--- src/rtl/pdp_rdma_ctrl_pkg.sv ---
// Shared encodings for the PDP RDMA ping-pong layer controller: group status
// values reported back to the register block and the layer sequencer states.
package pdp_rdma_ctrl_pkg;

    typedef enum logic [1:0] {
        ST_IDLE = 2'd0,
        ST_RUN  = 2'd1,
        ST_PEND = 2'd2
    } status_e;

    typedef enum logic [1:0] {
        S_IDLE = 2'd0,
        S_RUN  = 2'd1,
        S_GAP  = 2'd2
    } state_e;

    function automatic status_e group_status(input logic en, input logic active);
        if (!en) return ST_IDLE;
        return active ? ST_RUN : ST_PEND;
    endfunction

endpackage

--- src/rtl/pdp_rdma_group_flag.sv ---
// Per-group OP_ENABLE flag: a CPU write-1 sets it, a permitted write-0 or the
// layer completion clears it, and a set always beats a clear in the same cycle.
module pdp_rdma_group_flag (
    input  logic clk_i,
    input  logic rst_i,
    input  logic set_i,
    input  logic clr_wr_i,
    input  logic clr_done_i,
    output logic en_o,
    output logic en_d_o
);

    logic en_q;
    logic en_d;

    // NOTE: the default assignment first means no path leaves en_d unassigned, so no latch.
    always_comb begin
        en_d = en_q;
        if (set_i) begin
            en_d = 1'b1;
        end else if (clr_wr_i || clr_done_i) begin
            en_d = 1'b0;
        end
    end

    // NOTE: state flops use non-blocking assignments so every flop samples pre-edge values.
    always_ff @(posedge clk_i or posedge rst_i) begin
        if (rst_i) begin
            en_q <= 1'b0;
        end else begin
            en_q <= en_d;
        end
    end

    assign en_o   = en_q;
    assign en_d_o = en_d;

endmodule

--- src/rtl/pdp_rdma_layer_ctrl.sv ---
// Ping-pong layer sequencer for the two PDP RDMA register groups.
// Optional layer cycle counter enabled by defining PDP_RDMA_LAYER_PERF_EN.
module pdp_rdma_layer_ctrl
    import pdp_rdma_ctrl_pkg::*;
#(
    parameter int PERF_W  = 32,
    parameter int GAP_CYC = 1
) (
    input  logic              nvdla_core_clk,
    input  logic              nvdla_core_rst,
    input  logic              producer,
    input  logic              op_en_wr,
    input  logic              op_en_wr_data,
    input  logic              dp_op_done,
    output logic              consumer,
    output logic [1:0]        status_0,
    output logic [1:0]        status_1,
    output logic              dp_op_en,
    output logic              dp_op_load,
    output logic [1:0]        done_intr
`ifdef PDP_RDMA_LAYER_PERF_EN
    ,
    output logic [PERF_W-1:0] perf_layer_cycles
`endif
);

    if (GAP_CYC < 1 || GAP_CYC > 3 || PERF_W < 1) begin : g_bad_param
        $error("pdp_rdma_layer_ctrl: GAP_CYC must be 1..3 and PERF_W at least 1");
    end

    localparam logic [1:0] GAP_LOAD = 2'(GAP_CYC - 1);

    state_e     state_q, state_d;
    logic [1:0] gap_q, gap_d;
    logic       consumer_q, consumer_d;
    logic       load_q, load_d;
    logic [1:0] done_q, done_d;
    logic [1:0] en_q, en_d;
    status_e    status_q [2];
    status_e    status_d [2];
    logic       done_run;

    assign done_run = dp_op_done && (state_q == S_RUN);

    always_comb begin
        state_d    = state_q;
        gap_d      = gap_q;
        consumer_d = consumer_q;
        load_d     = 1'b0;
        done_d     = 2'b00;
        case (state_q)
            S_IDLE: begin
                if (en_q[consumer_q]) begin
                    state_d = S_RUN;
                    load_d  = 1'b1;
                end
            end
            S_RUN: begin
                if (dp_op_done) begin
                    state_d            = S_GAP;
                    gap_d              = GAP_LOAD;
                    consumer_d         = ~consumer_q;
                    done_d[consumer_q] = 1'b1;
                end
            end
            S_GAP: begin
                if (gap_q == 2'd0) begin
                    state_d = S_IDLE;
                end else begin
                    gap_d = gap_q - 2'd1;
                end
            end
            default: state_d = S_IDLE;
        endcase
    end

    // Write-0 to the group the datapath owns is only honoured while idle.
    for (genvar g = 0; g < 2; g++) begin : g_grp
        logic wr_hit;
        assign wr_hit = op_en_wr && (producer == 1'(g));

        pdp_rdma_group_flag u_flag (
            .clk_i      (nvdla_core_clk),
            .rst_i      (nvdla_core_rst),
            .set_i      (wr_hit && op_en_wr_data),
            .clr_wr_i   (wr_hit && !op_en_wr_data &&
                         ((consumer_q != 1'(g)) || (state_q == S_IDLE))),
            .clr_done_i (done_run && (consumer_q == 1'(g))),
            .en_o       (en_q[g]),
            .en_d_o     (en_d[g])
        );

        assign status_d[g] = group_status(en_d[g],
                                          (consumer_d == 1'(g)) && (state_d == S_RUN));
    end

    always_ff @(posedge nvdla_core_clk or posedge nvdla_core_rst) begin
        if (nvdla_core_rst) begin
            state_q     <= S_IDLE;
            gap_q       <= 2'd0;
            consumer_q  <= 1'b0;
            load_q      <= 1'b0;
            done_q      <= 2'b00;
            status_q[0] <= ST_IDLE;
            status_q[1] <= ST_IDLE;
        end else begin
            state_q     <= state_d;
            gap_q       <= gap_d;
            consumer_q  <= consumer_d;
            load_q      <= load_d;
            done_q      <= done_d;
            status_q[0] <= status_d[0];
            status_q[1] <= status_d[1];
        end
    end

    assign consumer   = consumer_q;
    assign status_0   = status_q[0];
    assign status_1   = status_q[1];
    assign dp_op_en   = (state_q == S_RUN);
    assign dp_op_load = load_q;
    assign done_intr  = done_q;

`ifdef PDP_RDMA_LAYER_PERF_EN
    logic [PERF_W-1:0] perf_cnt_q, perf_cnt_d;
    logic [PERF_W-1:0] perf_out_q, perf_out_d;

    // The load cycle is itself a RUN cycle, so the count restarts at one.
    always_comb begin
        perf_cnt_d = perf_cnt_q;
        perf_out_d = perf_out_q;
        if (state_q == S_RUN) begin
            if (load_q) begin
                perf_cnt_d = PERF_W'(1);
            end else if (perf_cnt_q != '1) begin
                perf_cnt_d = perf_cnt_q + PERF_W'(1);
            end
            if (dp_op_done) begin
                perf_out_d = perf_cnt_d;
            end
        end
    end

    always_ff @(posedge nvdla_core_clk or posedge nvdla_core_rst) begin
        if (nvdla_core_rst) begin
            perf_cnt_q <= '0;
            perf_out_q <= '0;
        end else begin
            perf_cnt_q <= perf_cnt_d;
            perf_out_q <= perf_out_d;
        end
    end

    assign perf_layer_cycles = perf_out_q;
`endif

endmodule
--- config.mk ---
export PLATFORM = sky130hd
export DESIGN_NAME = pdp_rdma_layer_ctrl
export DESIGN_NICKNAME = d
export VERILOG_FILES = /design/src/rtl/pdp_rdma_ctrl_pkg.sv /design/src/rtl/pdp_rdma_group_flag.sv /design/src/rtl/pdp_rdma_layer_ctrl.sv
export SDC_FILE = /design/constraint.sdc
export NUM_CORES = 1
export LEC_CHECK = 0
export CORE_UTILIZATION = 43
export CTS_BUF_LIST = sky130_fd_sc_hd__clkbuf_16
export DETAILED_ROUTE_END_ITERATION = 8
export PLACE_DENSITY_LB_ADDON = 0.08
export SLEW_MARGIN = 15
export SYNTH_ARGS = -nofsm -noshare
export SYNTH_HDL_FRONTEND = slang
export SYNTH_SLANG_ARGS = --single-unit
--- constraint.sdc ---
create_clock -name nvdla_core_clk -period 1.35 [get_ports nvdla_core_clk]
set_input_delay 0.27 -clock nvdla_core_clk [delete_from_list [all_inputs] [get_ports nvdla_core_clk]]
set_output_delay 0.27 -clock nvdla_core_clk [all_outputs]
set_load 0.02 [all_outputs]
After elaboration in Yosys (flattened, before gate mapping)

Index checks and enable logic that the tools add are counted.
W data, S select, Z words.

Reductions and logical operators: 23
$lt $le $gt $ge: 2
Bitwise gates (word level): 3
Eq/ne operators: 5
Add/sub/neg operators: 1
Mux-type cells: 25

Operator list:

| kind                  | number |
|---|---|
| $mux W2               | 11 |
| $logic_and A1 B1 Y1   | 14 |
| $mux W1               | 11 |
| $pmux W2 S3           | 1 |
| $eq A2 B1 Y1 const B  | 2 |
| $logic_not A2 Y1      | 2 |
| $logic_or A1 B1 Y1    | 4 |
| $ne A2 B2 Y1 const B  | 2 |
| $pmux W2 S2           | 1 |
| $not A1 Y1            | 3 |
| $reduce_and A3 Y1     | 1 |
| $eq A2 B2 Y1 const B  | 1 |
| $lt A1 B2 Y1 const B  | 1 |
| $reduce_bool A2 Y1    | 1 |
| $sub A2 B1 Y2 const B | 1 |
| $demux W1 S1          | 1 |
| $ge A1 B1 Y1 const B  | 1 |
| $logic_not A1 Y1      | 1 |

Word-level logic and storage cells: 68
Output and inout port bits: 9
Input bits: 6
Flip-flop bits (word level): 14

Logic depth before layout (Yosys ltp)

Word-level depth: 8
Depth in mapped cells: 5
Depth with buffers taken out: 5

Modules after synthesis

A second synthesis with hierarchy kept.

Cells, all modules: 69
Area total of the unflattened synthesis: 703.2 um2

Modules (own cells, without submodules):

| module              | instances | area an instance (um2) | sequential area each (um2) | cells an instance |
|---|---|---|---|---|
| pdp_rdma_layer_ctrl | 1         | 623.1                  | 300.3                      | 61 |
| pdp_rdma_group_flag | 2         | 40.0                   | 25.0                       | 4 |

Least setup slack after synthesis

OpenSTA, ideal clock, no wires.

Path kind: flip-flop to flip-flop
Start: register consumer_q, in the netlist consumer
End: register status_q (netlist bit status_1[0])
Cell stages (with the launch flop): 5
Period minus slack after synthesis: 1.485 ns
Data required time: 1.263 ns
Arrival time: 1.398 ns
Buffers on the path: 0
Setup time: 0.087 ns
Setup slack: -0.135 ns
Cells stage by stage: dfrtp_1 inv_1 ha_1 mux2_4 a211oi_2

RTL lines:

| item                   | RTL line                   | source |
|---|---|---|
| from (decl)            | pdp_rdma_layer_ctrl.sv:35  | `logic consumer_q, consumer_d;` |
| from (signal assigned) | pdp_rdma_layer_ctrl.sv:109 | `consumer_q <= consumer_d;` |
| to (decl)              | pdp_rdma_layer_ctrl.sv:39  | `status_e status_q [2];` |

==> impl_metrics.toml <==
[floorplanning]
die_area_um2 = 1830
core_um2 = 1520
io_pins = 15
row_count = 14
dieWidth_um = 42.8
dieHeight_um = 42.8
initial_utilization_pct = 47.0

[timing]
period_minus_slack_ps = 1300
fmax_mhz = 770
rsz0062_at_grt = "true"
final.setup.tns_ps = 0
finalMaxSlewViolations = 0
final-setup-viol-count = 0
slew_headroom_pct = 83.1
skew_ps = 1.47
hold_slack_ps = 330
worst_slack_ps = 51.7
worst_pin_slew_ps = 254
fin_crit_sh_pct = 96.2
hold_viol = 0

[synthesis]
synth_edf_count = 0
synth_nets = 67
ys_top_cells_by_count = "dfrtp_1, nand2_1, inv_1"
avgSynthCellArea_um2 = 12.4
netlist_area_um2 = 717
syn-instance-count = 58
synth_top_area_share_pct = 48.9
synth_seq_cells = 14
synth_most_common_cell = "dfrtp_1"
yosysWarnings = 0
async_flop_share_pct = 100
yosys.area.top_type = "dfrtp_1"
synth_area_leaders = "dfrtp_1, ha_1, mux2_4"
synth.distinct_cells = 25
seq_area_frac_synth_pct = 48.9
synthFlopType = "dfrtp_1"

[route]
drt_first_iter_violations = 3
drt-total-wl_um = 1250
wl_per_cell_um = 12.5
vias = 520
final_antenna_net_count = 0
drcViolationCount = 0
routed_via_density = 5.20
dr.pass1.iters = 4

[setup_path]
crit_required_ps = 1500
rr_endpoint = "status_1[0]$_DFF_PP0_"
max_stage_delay_ps = 420
crit_chain = "inv_2 -> ha_1 -> mux2_4 -> a211oi_2"
reg2reg_from = "consumer$_DFF_PP0_"
startpoint_type = "flop"
ff2ff_setup_slack_ps = 50
critPathKind = "reg -> reg"
crit_slowest_cell = "dfrtp_2"
r2r_cells = 4
critPathCaptureType = "flop"
cp_max_fo = 6
arrival_ps = 1440

[power]
clkPwrFrac_pct = 23.3
p_switching_mw = 0.844
internal-power_mw = 1.50
totalPowerFinal_mw = 2.35
p_comb_share_pct = 48.9
ir_drop_uv = 1230
p_leak_nw = 0.497
p_seq_share_pct = 27.9
switching_share_pct = 35.9
power_density_nw_per_um2 = 2360

[final_layout]
fin_nets = 94
finalInstanceArea_um2 = 996
syn_to_final_growth_pct = 38.9
layout-drive-gt1-share_pct = 36.9
layout.cells.non_filler = 100
diodes = 0
fin_util_pct = 65.4

[placed_design]
dpl.hpwl_um = 908
portBuffers = 14
place_ws_ps = -233
gp_congestion = 0.786
place_area_um2 = 907
dp.cells = 94

[status]
status = "completed"

[grt]
grt_use_total_pct = 17.0
grt_max_degree = 15
antenna_found_initial = 0
grt_first_pass_wirelength_um = 2210
grt_pass1_vias = 510
grt_overflow = 0

[clock_network]
cts_tree = "built"
clock-root-buffer = "clkbuf_16"
clk_path_buf_depth = 2
cts_num_sinks = 14
cts_buffers = 3
clock_latency_ps = 240
clk_pin_slew_ps = 40
htreeDepth = 1

[run]
max_cap_viol_count = 0

[worst_hold_path]
worstHoldPathType = "in -> async"
worst max path at each step:
stage / startpoint / end / cells past startpoint
floorplan: consumer$_DFF_PP0_ / status_1[0]$_DFF_PP0_ / 4
global placement: dp_op_done / status_0[1]$_DFF_PP0_ / 4
detailed placement: dp_op_done / status_1[0]$_DFF_PP0_ / 4
CTS: consumer$_DFF_PP0_ / status_1[0]$_DFF_PP0_ / 4
global route: state_q[1]$_DFF_PP0_ / status_0[0]$_DFF_PP0_ / 4
finish: consumer$_DFF_PP0_ / status_1[0]$_DFF_PP0_ / 4
power groups by stage:
stage | clock network, mW | registers [mW] | logic (mW)
CTS | 0.561 | 0.656 | 1.14
global route | 0.577 | 0.671 | 1.25
floorplan | 0 | 0.766 | 0.701
global placement | 0 | 0.678 | 1.16
finish | 0.546 | 0.655 | 1.15
detailed placement | 0 | 0.673 | 1.17
routing by layer:
| layer | up-vias | share of wire [%] | track usage (%) |
|---|---|---|---|
| li1 | 252 | - | - |
| met3 | 4 | 3.9 | 3.83 |
| met1 | 252 | 49 | 22.9 |
| met5 | - | 0 | 0 |
| met2 | 12 | 44 | 24.2 |
| met4 | 0 | 3.0 | 11.3 |
cell families (layout without fill, tap and decap cells):
logic type | count (synthesis) | count (layout) | synth area share (%)
AOI/OAI and AO/OA | 13 | 13 | 19.2
adders and majority gates | 3 | 3 | 5.24
buffers and inverters | 8 | 34 | 7.50
DFF | 14 | 14 | 48.9
muxes | 3 | 3 | 5.58
and+or+nand+nor | 17 | 17 | 13.6
flip-flops by register name (all words and copies together) (netlist names):
| name | cells |
|---|---|
| done_intr | 2 |
| status_1 | 2 |
| g_grp.u_flag.en_o | 2 |
| consumer | 1 |
| state_q | 2 |
| gap_q | 2 |
| status_0 | 2 |
| dp_op_load | 1 |
final cells by class:
class / count / area (um2)
fill: 125 / 528
sequential: 14 / 352
multi-input combinational: 36 / 313
timing repair buffer: 24 / 210
clock buffer: 3 / 75.1
inverter: 6 / 22.5
tap: 16 / 20.0
clock inverter: 1 / 3.75
what timing repair did:
item                                   CTS  global route
setup buffers                            1             1
setup endpoints to repair               10             5
endpoints found under the hold margin    0             0
hold buffers                             0             0
pin swaps                                0             3
resized for setup                       10             4
placed cells by master (no fill, tap or decap), types with 2 or more instances in the layout:
cell type | synthesis | routed
inv_1 | 4 | 4
clkbuf_16 | 0 | 3
nor2_1 | 3 | 3
clkdlybuf4s50_1 | 0 | 4
nand3_1 | 2 | 2
dlygate4sd2_1 | 0 | 8
a211oi_2 | 2 | 2
mux2_4 | 2 | 2
nand2_1 | 5 | 5
inv_2 | 2 | 3
a22oi_2 | 2 | 2
nand3b_1 | 2 | 2
o221ai_2 | 2 | 2
buf_4 | 0 | 8
a21oi_1 | 2 | 2
buf_6 | 1 | 2
dfrtp_1 | 14 | 13
and2_2 | 2 | 2
ha_1 | 3 | 3
critical path, delay by kind of cell (launching register included):
kind,cells,cell delay [ps]
AO/OA/AOI/OAI,1,170
adder cells (fa/ha/maj),1,270
buffers and inverters,1,50
flip-flops,1,420
multiplexers,1,290
Power figures use the tool's default switching activity.
